===== src/rtl/fork_join_timer.sv =====
// Purpose: launches three countdown threads at once and signals their join per a captured join mode.
// Latency: a thread of length N completes on the Nth edge after launch; all outputs are registered (busy derives from state).
// Backpressure: none; start while running is rejected with start_err, kill aborts the run with kill_ack.
module fork_join_timer #(
    parameter int CNT_W  = 8,
    parameter int ELAP_W = 16
) (
    input  logic              clock,
    input  logic              reset_n,
    input  logic              start,
    input  logic [CNT_W-1:0]  len0,
    input  logic [CNT_W-1:0]  len1,
    input  logic [CNT_W-1:0]  len2,
    input  logic [1:0]        join_mode,
    input  logic              kill,
    output logic              busy,
    output logic [2:0]        thr_active,
    output logic [2:0]        thr_done,
    output logic              join_done,
    output logic              start_err,
    output logic              kill_ack,
    output logic [ELAP_W-1:0] elapsed
);

    typedef enum logic {IDLE, RUN} state_t;

    localparam logic [1:0] MODE_ANY  = 2'b01;
    localparam logic [1:0] MODE_NONE = 2'b10;

    state_t                  state, state_nxt;
    logic [2:0][CNT_W-1:0]   cnt, cnt_nxt;
    logic [2:0][CNT_W-1:0]   len_vec;
    logic [2:0]              act_nxt, done_nxt;
    logic                    join_nxt, serr_nxt, kack_nxt;
    logic [ELAP_W-1:0]       elap_nxt;
    logic [1:0]              mode, mode_nxt;
    // Set once join_done has fired for the current launch, so it never repeats.
    logic                    joined, joined_nxt;

    assign len_vec = {len2, len1, len0};
    assign busy    = (state == RUN);

    // Register all state and pulse outputs; reset wins over everything.
    always_ff @(posedge clock) begin
        if (!reset_n) begin
            state      <= IDLE;
            cnt        <= '0;
            thr_active <= '0;
            thr_done   <= '0;
            join_done  <= 1'b0;
            start_err  <= 1'b0;
            kill_ack   <= 1'b0;
            elapsed    <= '0;
            mode       <= '0;
            joined     <= 1'b0;
        end else begin
            state      <= state_nxt;
            cnt        <= cnt_nxt;
            thr_active <= act_nxt;
            thr_done   <= done_nxt;
            join_done  <= join_nxt;
            start_err  <= serr_nxt;
            kill_ack   <= kack_nxt;
            elapsed    <= elap_nxt;
            mode       <= mode_nxt;
            joined     <= joined_nxt;
        end
    end

    // Next-state: launch from IDLE, count down / kill / join evaluation in RUN.
    always_comb begin
        state_nxt  = state;
        cnt_nxt    = cnt;
        act_nxt    = thr_active;
        done_nxt   = '0;
        join_nxt   = 1'b0;
        serr_nxt   = 1'b0;
        kack_nxt   = 1'b0;
        elap_nxt   = elapsed;
        mode_nxt   = mode;
        joined_nxt = joined;

        case (state)
            IDLE: begin
                // kill alone is ignored here; kill with start still launches.
                if (start) begin
                    cnt_nxt  = len_vec;
                    elap_nxt = '0;
                    mode_nxt = join_mode;
                    for (int i = 0; i < 3; i++) begin
                        act_nxt[i] = (len_vec[i] != '0);
                    end
                    // Nothing to wait for, or no waiting requested: join right away.
                    if ((act_nxt == 3'b000) || (join_mode == MODE_NONE)) begin
                        join_nxt   = 1'b1;
                        joined_nxt = 1'b1;
                    end else begin
                        joined_nxt = 1'b0;
                    end
                    state_nxt = (act_nxt != 3'b000) ? RUN : IDLE;
                end
            end
            RUN: begin
                elap_nxt = (&elapsed) ? elapsed : elapsed + 1'b1;
                serr_nxt = start;
                if (kill) begin
                    cnt_nxt   = '0;
                    act_nxt   = '0;
                    kack_nxt  = 1'b1;
                    state_nxt = IDLE;
                end else begin
                    for (int i = 0; i < 3; i++) begin
                        if (thr_active[i]) begin
                            cnt_nxt[i] = cnt[i] - 1'b1;
                            if (cnt[i] == CNT_W'(1)) begin
                                act_nxt[i]  = 1'b0;
                                done_nxt[i] = 1'b1;
                            end
                        end
                    end
                    // Any: first completion joins. All (and 11): join when nothing is left running.
                    if (!joined && (done_nxt != 3'b000) &&
                        ((mode == MODE_ANY) || (act_nxt == 3'b000))) begin
                        join_nxt   = 1'b1;
                        joined_nxt = 1'b1;
                    end
                    if (act_nxt == 3'b000) begin
                        state_nxt = IDLE;
                    end
                end
            end
            default: state_nxt = IDLE;
        endcase
    end

endmodule


===== config.mk =====
export PLATFORM = sky130hd
export DESIGN_NAME = fork_join_timer
export DESIGN_NICKNAME = d
export VERILOG_FILES = /design/src/rtl/fork_join_timer.sv
export SDC_FILE = /design/constraint.sdc
export NUM_CORES = 1
export LEC_CHECK = 0
export ABC_AREA = 1
export BUFFER_PORTS_ARGS = -buffer_cell sky130_fd_sc_hd__buf_4
export CAP_MARGIN = 5
export CORE_MARGIN = 2
export CORE_UTILIZATION = 50
export CTS_CLUSTER_SIZE = 40
export DETAILED_ROUTE_END_ITERATION = 10
export HOLD_SLACK_MARGIN = 0.08
export PLACE_DENSITY = 0.76
export SETUP_SLACK_MARGIN = 0.15
export SLEW_MARGIN = 0
export SYNTH_ARGS = -nofsm -noshare
export SYNTH_HDL_FRONTEND = slang
export SYNTH_SLANG_ARGS = --single-unit

===== constraint.sdc =====
create_clock -name clock -period 1.65 [get_ports clock]
set_input_delay 0.0825 -clock clock [delete_from_list [all_inputs] [get_ports clock]]
set_output_delay 0.0825 -clock clock [all_outputs]
set_load 0.1 [all_outputs]

==> impl_results.md <==
- Final setup violating endpoints: 0
- Final worst-path cycle share: 0.9077
- Worst EP required: 1900 ps
- Worst VDD drop: 0.4299 mV
- H-Tree Depth: 2
- Largest cells by area after synthesis: dfxtp_1 36%, nand2_1 11%, a21oi_1 11%
- Initial antenna violation count: 0
- Mapped Area: 0.002968 mm²
- ANT cells: 0
- Drc violations: 0
- Sw Share: 0.3516
- Register area: 0.001111 mm²
- Fin cells: 630
- Layout area overhead: 39.12%
- Count of different cell masters after synthesis: 30
- Share of the synthesized area in the top cell type: 0.3575
- Routed wire length: 8.870 mm
- Max-slew violations: 0
- Port bufs: 55
- TritonRoute pass-1 iters: 5
- Overall routing resource usage: 0.2713
- CTS tree: built
- Most frequent cells in the layout: 77 x nand2_1, 75 x buf_4, 60 x nor2_1
- Placed Cells: 595
- Yosys warnings: 0
- Post-DP HPWL: 5.911 mm
- Die height: 81.05 µm
- Share of the yosys chip area belonging to registers: 0.3575
- Worst Clk Skew: 5.804 ps
- Worst-margin pin slew: 407.8 ps
- Clk Latency, worst-skew pair: 310 ps
- Nets: 591
- Average size of a mapped cell: 6.424 µm²
- Top Ports: 56
- Crit path time final: 1498 ps
- Slew margin rel.: 0.7266
- Pin count of the biggest net entering global routing: 27
- DIE AREA: 0.006568 mm²
- RSZ-0062 raised after global routing: yes
- Routability cong.: 0.8603
- Number of global-route vias before repair: 3200
- Routed length per instance: 14.08 µm
- Seq pwr share: 0.469
- Root cell of the clock tree: clkbuf_8
- CP Capture Type: flop
- Final hold viol count: 0
- Crit Path Max Fanout: 6
- CP startpoint kind: flop
- Share of total power in combinational logic: 0.288
- Commonest non-fill, non-tap cell in the layout: nand2_1
- Fmax: 667.7 MHz
- Hold WS: 84.62 ps
- Die W: 81.05 µm
- Kind of critical path: flop to flop
- Pwr dens: 737.0 mW/mm²
- Multi-input logic area: 0.001872 mm²
- Total CTS buffers: 5
- Maximum capacitance violations: 0
- Row Count: 28
- DR vias/cell: 5.454
- HP Class: input pin to flop
- Yosys reg bits: 53
- Clk buf depth: 2
- Sw Pwr: 0.001070 W
- First-pass GRT wire length: 14.06 mm
- Clk pwr share: 0.242
- Clock sinks: 53
- Internal power: 0.001973 W
- Syn_nets: 499
- Iteration-0 DRC Markers: 240
- Leading area contributor after synthesis: dfxtp_1
- Cells after Synth: 462
- Initial Util: 0.5103
- Clk slew on worst S/H paths: 100 ps
- Fill count: 490
- Layout cells sized above 1: 0.2793
- Vias: 3436
- P_leak: 1.735 nW
- Final ANT Viol Nets: 0
- Status: finished clean
- WP data arrival: 1740 ps
- CORE AREA: 0.005816 mm²
- Aggregate global routing overflow: 0
-- critical path, stage by stage (launching register included) --
cell and delay, ps:
dfxtp_4 390, nand2_1 130, nor2_2 180, nand2_4 80
o21ai_4 150, buf_12 160, nand2_8 80, nand2_2 90
nand2_2 50, a21oi_2 110
-- cell families after synthesis --
group	share of synthesized area
simple gates	0.3006
flops	0.3575
xor+xnor	0.002952
buf+inv	0.08473
fa+ha+maj	0.02951
compound gates	0.2247
-- cells in the mapped netlist --
master and instances:
o22ai_1 5, inv_1 52, o21ai_1 1, a31oi_1 1
clkbuf_1 3, nand2_4 1, nor2_1 68, a21oi_1 63
nand2_1 89, buf_2 3, nand2_2 1, nand3b_1 1
a211oi_1 1, o21ai_4 1, o21ai_0 44, nor2_2 2
ha_1 7, or2_2 1, nand3_1 36, nor3_1 7
o21bai_1 1, nand4_1 7, dfxtp_1 53, buf_6 1
inv_2 1, buf_1 4, xor2_1 1, a22o_1 2
o21ai_2 2, a22oi_1 3
-- registers in the layout, indices dropped and copies added, names as in the netlist --
signal      count
thr_done        3
kill_ack        1
busy            1
elapsed        16
thr_active      3
cnt            24
mode            2
join_done       1
start_err       1
joined          1
-- power groups by stage --
stage / clock network [W] / registers, W / logic, W
after floorplan: 0 / 0.00154 / 0.000435
after detailed placement: 0 / 0.00146 / 0.000747
final: 0.000737 / 0.00143 / 0.000877
after CTS: 0.000746 / 0.00143 / 0.000818
after global routing: 0.000791 / 0.00144 / 0.000971
after global placement: 0 / 0.00146 / 0.000731
-- path summary, 6_finish.rpt --
path	from	end	slack, ps	cells past startpoint
min	len0[4]	cnt[4]	80	3
max	elapsed[4]	elapsed[5]	150	9
max reg2reg	elapsed[4]	elapsed[5]	150	9
min reg2reg	joined	joined	480	2
-- routing by layer --
metal / global-route usage / share of wire / up-vias
met4: 0.1305 / 0.029 / 0
met5: 0 / 0 / -
met2: 0.4752 / 0.50 / 123
met3: 0.03667 / 0.051 / 27
met1: 0.3265 / 0.42 / 1569
li1: - / - / 1717
-- cell type report --
type / instances / share of cell area
Sequential cell: 53 / 0.2691
Inverter: 53 / 0.04879
Clock inverter: 2 / 0.002424
Timing Repair Buffer: 94 / 0.1861
Multi-Input combinational cell: 347 / 0.4533
Clock buffer: 6 / 0.01758
Tap cell: 75 / 0.02273
-- through the flow --
stage	setup slack, ps	setup TNS, ps	power, W	util	cell area (µm²)
2_1_floorplan	-84.61	-714.0	0.001976	-	3080
3_3_place_gp	151.2	0	0.002193	0.6248	3633
3_5_place_dp	81.11	0	0.002211	0.6248	3633
4_1_cts	131.6	0	0.002995	0.6796	3953
5_1_grt	73.80	0	0.003202	0.7100	4129
6_report	152.4	0	0.003043	0.7100	4129
-- what timing repair did --
item / 4_1_cts / 5_1_grt
setup endpoints to repair: 16 / 43
hold endpoints to repair: 17 / 0
gates resized for setup: 2 / 50
hold buffers: 17 / 0
pin swaps: 1 / 12
setup buffers: 3 / 5
gates cloned: 2 / 0
Power figures use the tool's default switching activity.
